### config.mk
export PLATFORM = sky130hd
export DESIGN_NAME = mul_share_arb
export DESIGN_NICKNAME = d
export VERILOG_FILES = /design/src/rtl/mul_share_arb.sv
export SDC_FILE = /design/constraint.sdc
export NUM_CORES = 1
export LEC_CHECK = 0
export ABC_CLOCK_PERIOD_IN_PS = 2200
export CORE_AREA = 2 2 302 304
export CTS_BUF_LIST = sky130_fd_sc_hd__clkbuf_8
export CTS_CLUSTER_SIZE = 14
export DETAILED_ROUTE_END_ITERATION = 6
export DIE_AREA = 0 0 304 306
export HOLD_SLACK_MARGIN = 0.1
export PLACE_DENSITY = 0.5
export REMOVE_ABC_BUFFERS = 1
export SLEW_MARGIN = 20
export SYNTH_ARGS = -nofsm -noshare
export SYNTH_HDL_FRONTEND = slang
export SYNTH_SLANG_ARGS = --single-unit
### constraint.sdc
create_clock -name clk -period 2.2 [get_ports clk]
set_clock_uncertainty 0.15 [all_clocks]
set_input_delay 0.33 -clock clk [delete_from_list [all_inputs] [get_ports clk]]
set_output_delay 0.33 -clock clk [all_outputs]
set_load 0.01 [all_outputs]
### src/rtl/mul_share_arb.sv
// Round-robin arbiter that time-shares one clocked multiplier among NR requesters,
// sequencing one multiply at a time with a watchdog against a silent multiplier.
module mul_share_arb #(
    parameter int NR     = 4,
    parameter int DW     = 64,
    parameter int TO_CYC = 255
) (
    input  logic                   clk,
    input  logic                   rstn,
    input  logic [NR-1:0]          req_i,
    input  logic [NR-1:0][DW-1:0]  a_i,
    input  logic [NR-1:0][DW-1:0]  b_i,
    output logic [NR-1:0]          gnt_o,
    output logic [NR-1:0]          done_o,
    output logic [DW-1:0]          c_o,
    output logic                   busy_o,
    output logic                   err_o,
    output logic                   mul_en_o,
    output logic [DW-1:0]          mul_a_o,
    output logic [DW-1:0]          mul_b_o,
    input  logic                   mul_valid_i,
    input  logic [DW-1:0]          mul_c_i
);

    localparam int IW = (NR > 1) ? $clog2(NR) : 1;

    typedef enum logic [1:0] {IDLE, ISSUE, WAIT, DONE} state_t;

    state_t        state;
    logic [IW-1:0] last;
    logic [IW-1:0] gidx;
    logic [7:0]    wd;

    logic [IW-1:0] pick;
    logic [IW-1:0] cand;
    logic          found;

    // Search starts just after the last served requester so that a
    // continuously requesting set is served in strict rotation.
    always_comb begin
        pick  = last;
        cand  = last;
        found = 1'b0;
        for (int i = 1; i <= NR; i++) begin
            cand = IW'((int'(last) + i) % NR);
            if (!found && req_i[cand]) begin
                found = 1'b1;
                pick  = cand;
            end
        end
    end

    always_ff @(posedge clk or negedge rstn) begin
        if (!rstn) begin
            state    <= IDLE;
            last     <= IW'(NR - 1);
            gidx     <= '0;
            wd       <= '0;
            gnt_o    <= '0;
            done_o   <= '0;
            c_o      <= '0;
            busy_o   <= 1'b0;
            err_o    <= 1'b0;
            mul_en_o <= 1'b0;
            mul_a_o  <= '0;
            mul_b_o  <= '0;
        end else begin
            case (state)
                IDLE: begin
                    if (found) begin
                        gidx     <= pick;
                        gnt_o    <= {{(NR-1){1'b0}}, 1'b1} << pick;
                        mul_a_o  <= a_i[pick];
                        mul_b_o  <= b_i[pick];
                        mul_en_o <= 1'b1;
                        busy_o   <= 1'b1;
                        state    <= ISSUE;
                    end
                end
                ISSUE: begin
                    mul_en_o <= 1'b0;
                    wd       <= '0;
                    state    <= WAIT;
                end
                WAIT: begin
                    // A result arriving on the last allowed cycle still wins.
                    if (mul_valid_i) begin
                        c_o    <= mul_c_i;
                        done_o <= gnt_o;
                        state  <= DONE;
                    end else if (wd == 8'(TO_CYC - 1)) begin
                        c_o    <= '0;
                        err_o  <= 1'b1;
                        done_o <= gnt_o;
                        state  <= DONE;
                    end else begin
                        wd <= wd + 8'd1;
                    end
                end
                DONE: begin
                    done_o <= '0;
                    gnt_o  <= '0;
                    busy_o <= 1'b0;
                    last   <= gidx;
                    state  <= IDLE;
                end
                default: state <= IDLE;
            endcase
        end
    end

endmodule

Word level (Yosys, flattened, before mapping)

Cells that the tools add are included.

Bits of input ports: 583
Register bits after elaboration: 217
ROM bits: 0
Bits in latches: 0
Memories: 0
Bits in writable memories: 0
Output and inout bits: 203
Word-level logic and storage cells: 89

Order comparisons: 5
$add $sub $neg: 5
Bitwise logic cells: 1
Multiplexer cells: 37
Equality and inequality tests: 8
Shifts and indexed selects: 1
Reductions and logical operators: 20
Div/mod/pow operators: 0
Multipliers: 0

Operators by type and width:

| cell                                                                 | count |
|---|---|
| 64-bit binary-select mux with 2-bit select                           | 2 |
| 64-bit 2-to-1 mux                                                    | 4 |
| 8-bit 2-to-1 mux                                                     | 2 |
| 4-bit case mux with 2 select lines                                   | 2 |
| 8-bit case mux with 2 select lines                                   | 1 |
| 2-bit by 3-bit < comparator with 1-bit output, second input constant | 5 |
| 2-bit 2-to-1 mux                                                     | 7 |
| 4-bit 2-to-1 mux                                                     | 3 |
| 2-bit AND reduction                                                  | 6 |
| 2-bit nonzero test                                                   | 5 |
| 1-bit 2-to-1 mux                                                     | 9 |
| 8-bit by 1-bit adder with 8-bit output, second input constant        | 1 |
| 1-bit binary-select mux with 2-bit select                            | 4 |
| 8-bit equality test, second input constant                           | 1 |
| 2-bit case mux with 4 select lines                                   | 1 |
| 2-bit inequality test, second input constant                         | 3 |
| 3-bit AND reduction                                                  | 2 |
| 2-bit by 1-bit adder with 2-bit output, second input constant        | 2 |
| 2-bit adder, second input constant                                   | 2 |
| 2-bit equality test, second input constant                           | 2 |
| 1-bit case mux with 2 select lines                                   | 2 |
| 1-bit by 2-bit left shift with 4-bit output, first input constant    | 1 |
| 1-bit logical AND                                                    | 3 |
| 1-bit logical NOT                                                    | 3 |
| other kinds (4)                                                      | 4 |

Depth between registers and ports, before layout

Depth in word-level cells: 16
Gate-level depth with buffers: 8
Mapped depth without buffers: 7

Least setup slack after synthesis

Ideal clock, no wire load.

Path kind: register to register
Start point: register last[0]
End point: register mul_a_o[39]
Stages on the path, launching flop included: 8
Data arrival time: 1.734 ns
Period minus slack after synthesis: 2.016 ns
Path slack: 0.184 ns
Required time: 1.919 ns
Buffers on the path: 2
Library setup time: 0.131 ns
Cell sequence: dfstp_2 > nor2b_1 > o21a_1 > nor3_2 > buf_2 > buf_4 > mux2i_1 > o211ai_1

Word-level cells in the longest chain between the ends: 15
Elaborated cells on any way between the ends: 29
Classes of those cells: add/sub (4); mux (18); reduce/logical (7)

Ends and longest elaborated chain:

| what                                       | RTL line | text |
|---|---|---|
| start, declared                            | 30       | `logic [IW-1:0] last;` |
| start signal, assigned                     | 56       | `last <= IW'(NR - 1);` |
| start signal, assigned                     | 104      | `last <= gidx;` |
| 2-bit by 1-bit adder with 2-bit output     | 45       | `cand = IW'((int'(last) + i) % NR);` |
| 1-bit binary-select mux with 2-bit select  | 46       | `if (!found && req_i[cand]) begin` |
| 1-bit 2-to-1 mux (implied by the code)     | 46       |  |
| 1-bit 2-to-1 mux                           | 46       |  |
| 1-bit logical NOT                          | 46       |  |
| 1-bit logical AND                          | 46       |  |
| 1-bit 2-to-1 mux                           | 46       |  |
| 1-bit logical NOT                          | 46       |  |
| 1-bit logical AND                          | 46       |  |
| 1-bit 2-to-1 mux                           | 46       |  |
| 1-bit logical NOT                          | 46       |  |
| 1-bit logical AND                          | 46       |  |
| 2-bit 2-to-1 mux                           | 46       |  |
| 64-bit binary-select mux with 2-bit select | 73       | `mul_a_o <= a_i[pick];` |
| 64-bit 2-to-1 mux (implied by the code)    | 73       |  |
| end signal, assigned                       | 73       |  |
| end, declared                              | 19       | `output logic [DW-1:0] mul_a_o,` |

Parallel ways exist; a longest one is shown, timed or not. The select of a mux whose other input is x is not followed.
A chain may end at the register's enable or synchronous reset.

Worst setup path in the final report

Start point: register last[0]
End point: register mul_b_o[24]

Word-level cells in the longest chain between the ends: 15
Elaborated cells on any way between the ends: 29
Classes of those cells: add/sub (4); mux (18); reduce/logical (7)

Ends and longest elaborated chain:

| what                                       | RTL line | text |
|---|---|---|
| 2-bit by 1-bit adder with 2-bit output     | 45       |  |
| 1-bit binary-select mux with 2-bit select  | 46       |  |
| 1-bit 2-to-1 mux (implied by the code)     | 46       |  |
| 1-bit 2-to-1 mux                           | 46       |  |
| 1-bit logical NOT                          | 46       |  |
| 1-bit logical AND                          | 46       |  |
| 1-bit 2-to-1 mux                           | 46       |  |
| 1-bit logical NOT                          | 46       |  |
| 1-bit logical AND                          | 46       |  |
| 1-bit 2-to-1 mux                           | 46       |  |
| 1-bit logical NOT                          | 46       |  |
| 1-bit logical AND                          | 46       |  |
| 2-bit 2-to-1 mux                           | 46       |  |
| 64-bit binary-select mux with 2-bit select | 74       | `mul_b_o <= b_i[pick];` |
| 64-bit 2-to-1 mux (implied by the code)    | 74       |  |
| end signal, assigned                       | 74       |  |
| end, declared                              | 20       | `output logic [DW-1:0] mul_b_o,` |

Parallel ways exist; a longest one is shown, timed or not. The select of a mux whose other input is x is not followed.

==> impl_summary.log <==
[metrics] DP HPWL: 60520 um
[metrics] mean number of vias per cell: 4.414
[metrics] met3 track demand over resource in global routing: 0.05122
[metrics] drt pass-1 iters: 4
[metrics] upper clock frequency limit: 0.4278 GHz
[metrics] die outline area: 93020 sq um
[metrics] clock edge transition at the registers on the reported setup and hold paths: 60 ps
[metrics] clock latency reported for the late side of the worst-skew pair: 640 ps
[metrics] Floorplan Core Area: 89600 sq um
[metrics] Worst-Margin Slew: 497.9 ps
[metrics] switching share of total power: 0.4089
[metrics] Die Height: 306 um
[metrics] Setup CP Type: flip-flop to flip-flop
[metrics] Post-Layout Inst Area: 25780 sq um
[metrics] maximum VDD drop: 0.6147 mV
[metrics] sinks on the clock net: 217
[metrics] Period Utilization, post-route: 1.063
[metrics] cell leakage power: 10.27 nW
[metrics] total I/O pin count: 786
[metrics] cells on worst reg2reg path: 7
[metrics] Avg Synthesized Cell Area: 9.967 sq um
[metrics] antenna violations before repair: 10
[metrics] relative slew slack: 0.6694
[metrics] violated checks: setup timing
[metrics] met2 usage: 0.3017
[metrics] largest net degree at the start of global routing: 65
[metrics] number of cells on the worst hold path: 2
[metrics] most instantiated flip-flop cell in the synthesis netlist: sky130_fd_sc_hd__dfrtp_1
[metrics] global routing's busiest layer: met2
[metrics] crit start category: flip-flop
[metrics] WL/cell: 23.29 um
[metrics] fin worst setup slack: -137.7 ps
[metrics] sequential-to-total area share from yosys stat: 0.4145
[metrics] root buffer cell: sky130_fd_sc_hd__clkbuf_8
[metrics] remaining number of nets flagged by the antenna check after routing: 0
[metrics] final setup violation count: 115
[metrics] post-layout minimum cycle time: 2338 ps
[metrics] number of buffers created by CTS: 45
[metrics] worst reg-to-reg setup slack: -140 ps
[metrics] vias in the first global route: 16380
[metrics] Port Buffer Count: 785
[metrics] wire length of the first global-routing pass: 113500 um
[metrics] fraction of power consumed by the clock network: 0.137
[metrics] GR Overflow Total: 0
[metrics] hold wc startpoint: mul_c_i[3]
[metrics] total power draw: 32.06 mW
[metrics] area of placed instances: 23440 sq um
[metrics] Combinational Power Share: 0.642
[metrics] HP Class: primary input to flip-flop
[metrics] max capacitance violation total: 0
[metrics] Total Routed Length: 78930 um
[metrics] Starting DRT DRC Count: 638
[metrics] Layout area overhead: 96.69%
[metrics] Worst Path Max Fanout: 7
[metrics] Worst Hold End: c_o[3]
[metrics] post-synthesis cell count: 1315
[metrics] Final nets: 2770
[metrics] worst path arrival time: 2660 ps
[metrics] initial standard-cell utilization of the core: 0.1463
[metrics] number of failing hold endpoints at the final stage: 0
[metrics] Remaining DRCs: 0
[metrics] distinct cell type count of the synthesized netlist: 43
[metrics] met1 layer usage reported by global route: 0.1799
[metrics] RSZ-0062 raised after global routing: true
[metrics] GRT Overall Usage: 0.1632
[metrics] count of warnings emitted by yosys: 0
[metrics] Horiz. Die Dim: 304 um
[metrics] portion of total power attributed to sequential cells: 0.220
[metrics] Site Rows: 110
[metrics] CTS tree: yes
[metrics] Critical Path End Type: flip-flop
[metrics] total number of H-tree levels: 2
[metrics] r2r endpoint: mul_b_o[24]
[metrics] internal power summed over all cells: 18.95 mW
[metrics] fillers: 9283
[metrics] number of slew-limit violations in the final report: 0
[metrics] P_sw: 13.11 mW
[metrics] cell area after synthesis: 13110 sq um
[metrics] CTS Buffer Depth: 3
[metrics] launching point of the worst reg2reg path: last[0]
[metrics] number of flip-flops and latches in the synthesized netlist: 217
[metrics] result of the run: finished, violations left
[metrics] number of flops mapped to enable cells by yosys: 0
[metrics] total power per unit cell area: 1244 nW/um^2
[metrics] Final GP Congestion: 0.8374
[metrics] layout cell share with drive strength beyond 1: 0.2112
[metrics] number of vias after detailed routing: 14960
[metrics] fraction of synthesis flops using an asynchronous set or reset pin: 1.000
[metrics] Worst EP required: 2520 ps
==> kinds of logic after synthesis <==
family                     count (synthesis)  share of synthesized area
buffers and inverters                    162                    0.05155
DFF                                      217                     0.4145
and+or+nand+nor                          310                     0.1197
adders and majority gates                  7                   0.006682
xor gates and xnor gates                   2                   0.001337
AOI/OAI and AO/OA                        482                     0.3028
muxes                                    135                     0.1034
==> how the worst max path moves through the flow <==
stage               slack, ps     endpoint  depth (start not counted)  startpoint
floorplan               -8310  mul_a_o[48]                          5     last[0]
global placement         -660  mul_b_o[62]                          8    req_i[3]
detailed placement       -620  mul_b_o[24]                          8    req_i[3]
CTS                      -140   mul_a_o[1]                          9     last[0]
global route             -230  mul_a_o[21]                          8     last[0]
finish                   -140  mul_b_o[24]                          7     last[0]
==> power groups by stage <==
stage / logic [mW] / clock network, mW / registers (mW)
floorplan: 6.68 / 0 / 7.71
global placement: 17.9 / 0 / 7.08
detailed placement: 18.1 / 0 / 7.16
CTS: 20.9 / 4.58 / 7.09
global route: 22.0 / 4.76 / 7.28
finish: 20.6 / 4.41 / 7.06
==> stage by stage <==
step	setup slack (ps)	TNS, ps	hold slack (ps)	util	cells
detailed placement	-622.2	-56320	127.5	0.2616	3275
global route	-229.0	-18530	125.4	0.2877	3389
floorplan	-8315	-1187120	-115.6	-	1159
global placement	-664.9	-54700	124.0	0.2616	3275
finish	-137.7	-5281	185.7	0.2877	3389
CTS	-141.9	-7588	100.2	0.2870	3391
==> metal layers <==
layer | wire [um] | vias to the layer above
met3 | 6662 | 98
li1 | - | 6839
met4 | 1851 | 6
met1 | 29740 | 7297
met5 | 38 | -
met2 | 40640 | 719
==> cell usage after synthesis, drive strengths merged, types with 3 or more instances <==
| cell | count | area share |
|---|---|---|
| nand2b | 7 | 0.0033 |
| a22o | 64 | 0.043 |
| nor2 | 10 | 0.0029 |
| nand4 | 130 | 0.062 |
| inv | 6 | 0.0017 |
| dfrtp | 215 | 0.41 |
| a21o | 3 | 0.0017 |
| nor3 | 4 | 0.0023 |
| a21oi | 4 | 0.0018 |
| mux2i | 132 | 0.10 |
| o31ai | 128 | 0.073 |
| and2 | 3 | 0.0014 |
| a21bo | 128 | 0.098 |
| ha | 7 | 0.0067 |
| o21ai | 19 | 0.0073 |
| nand2 | 144 | 0.041 |
| o211ai | 129 | 0.074 |
| nor2b | 5 | 0.0024 |
| buf | 44 | 0.018 |
| clkbuf | 112 | 0.032 |
| mux2 | 3 | 0.0026 |
==> layout make-up <==
type                    count  area, sq um  share of cell area
repair buffers            974        10150              0.3937
multi-input cells         936         7812              0.3031
flip-flops and latches    217         5433              0.2107
well taps                1176         1471             0.05708
clock buffers              55        757.0             0.02936
clock inverters            23        127.6            0.004951
inverters                   6        22.52           0.0008737
diodes                      2        5.005           0.0001941
==> worst max-delay path, stage by stage (launching register included) <==
cell                       delay, ps
sky130_fd_sc_hd__dfstp_2         570
sky130_fd_sc_hd__nor2b_2          60
sky130_fd_sc_hd__o21a_4          210
sky130_fd_sc_hd__nor3_4          250
sky130_fd_sc_hd__buf_6           230
sky130_fd_sc_hd__buf_16          200
sky130_fd_sc_hd__mux2i_4         340
sky130_fd_sc_hd__o211ai_1        110
==> what timing repair did <==
item,4_1_cts,5_1_grt
endpoints found under the hold margin,226,0
endpoints found under the setup margin,150,133
setup buffers,16,1
hold buffers,13,0
gates resized for setup,178,34
gates cloned,9,0
pin swaps,7,10
==> cells in the final DEF, fill, tap and decap left out, types with 4 or more instances in the layout <==
cell type                           n
sky130_fd_sc_hd__nand2b_1           6
sky130_fd_sc_hd__a21bo_2          123
sky130_fd_sc_hd__dfrtp_1          215
sky130_fd_sc_hd__inv_1             24
sky130_fd_sc_hd__mux2i_2           33
sky130_fd_sc_hd__ha_1               6
sky130_fd_sc_hd__o211ai_1         129
sky130_fd_sc_hd__o21ai_0           11
sky130_fd_sc_hd__o31ai_1          126
sky130_fd_sc_hd__o21ai_1            5
sky130_fd_sc_hd__nand2_1          142
sky130_fd_sc_hd__dlygate4sd2_1     18
sky130_fd_sc_hd__nor2b_1            4
sky130_fd_sc_hd__mux2i_4           44
sky130_fd_sc_hd__buf_4            113
sky130_fd_sc_hd__mux2i_1           55
sky130_fd_sc_hd__a22o_1            64
sky130_fd_sc_hd__buf_12            43
sky130_fd_sc_hd__clkbuf_8          55
sky130_fd_sc_hd__buf_16            12
sky130_fd_sc_hd__dlygate4sd3_1     12
sky130_fd_sc_hd__a21bo_1            5
sky130_fd_sc_hd__buf_8             11
sky130_fd_sc_hd__clkdlybuf4s50_1  760
sky130_fd_sc_hd__nor2_1            10
sky130_fd_sc_hd__nand4_1          130
==> flip-flops by register name (all words and copies together) (netlist names) <==
| name | flops |
|---|---|
| wd | 8 |
| busy_o | 1 |
| gidx | 2 |
| gnt_o | 4 |
| state | 2 |
| done_o | 4 |
| err_o | 1 |
| mul_a_o | 64 |
| c_o | 64 |
| last | 2 |
| mul_en_o | 1 |
| mul_b_o | 64 |
Note: power is estimated with default switching activity, not from simulation.
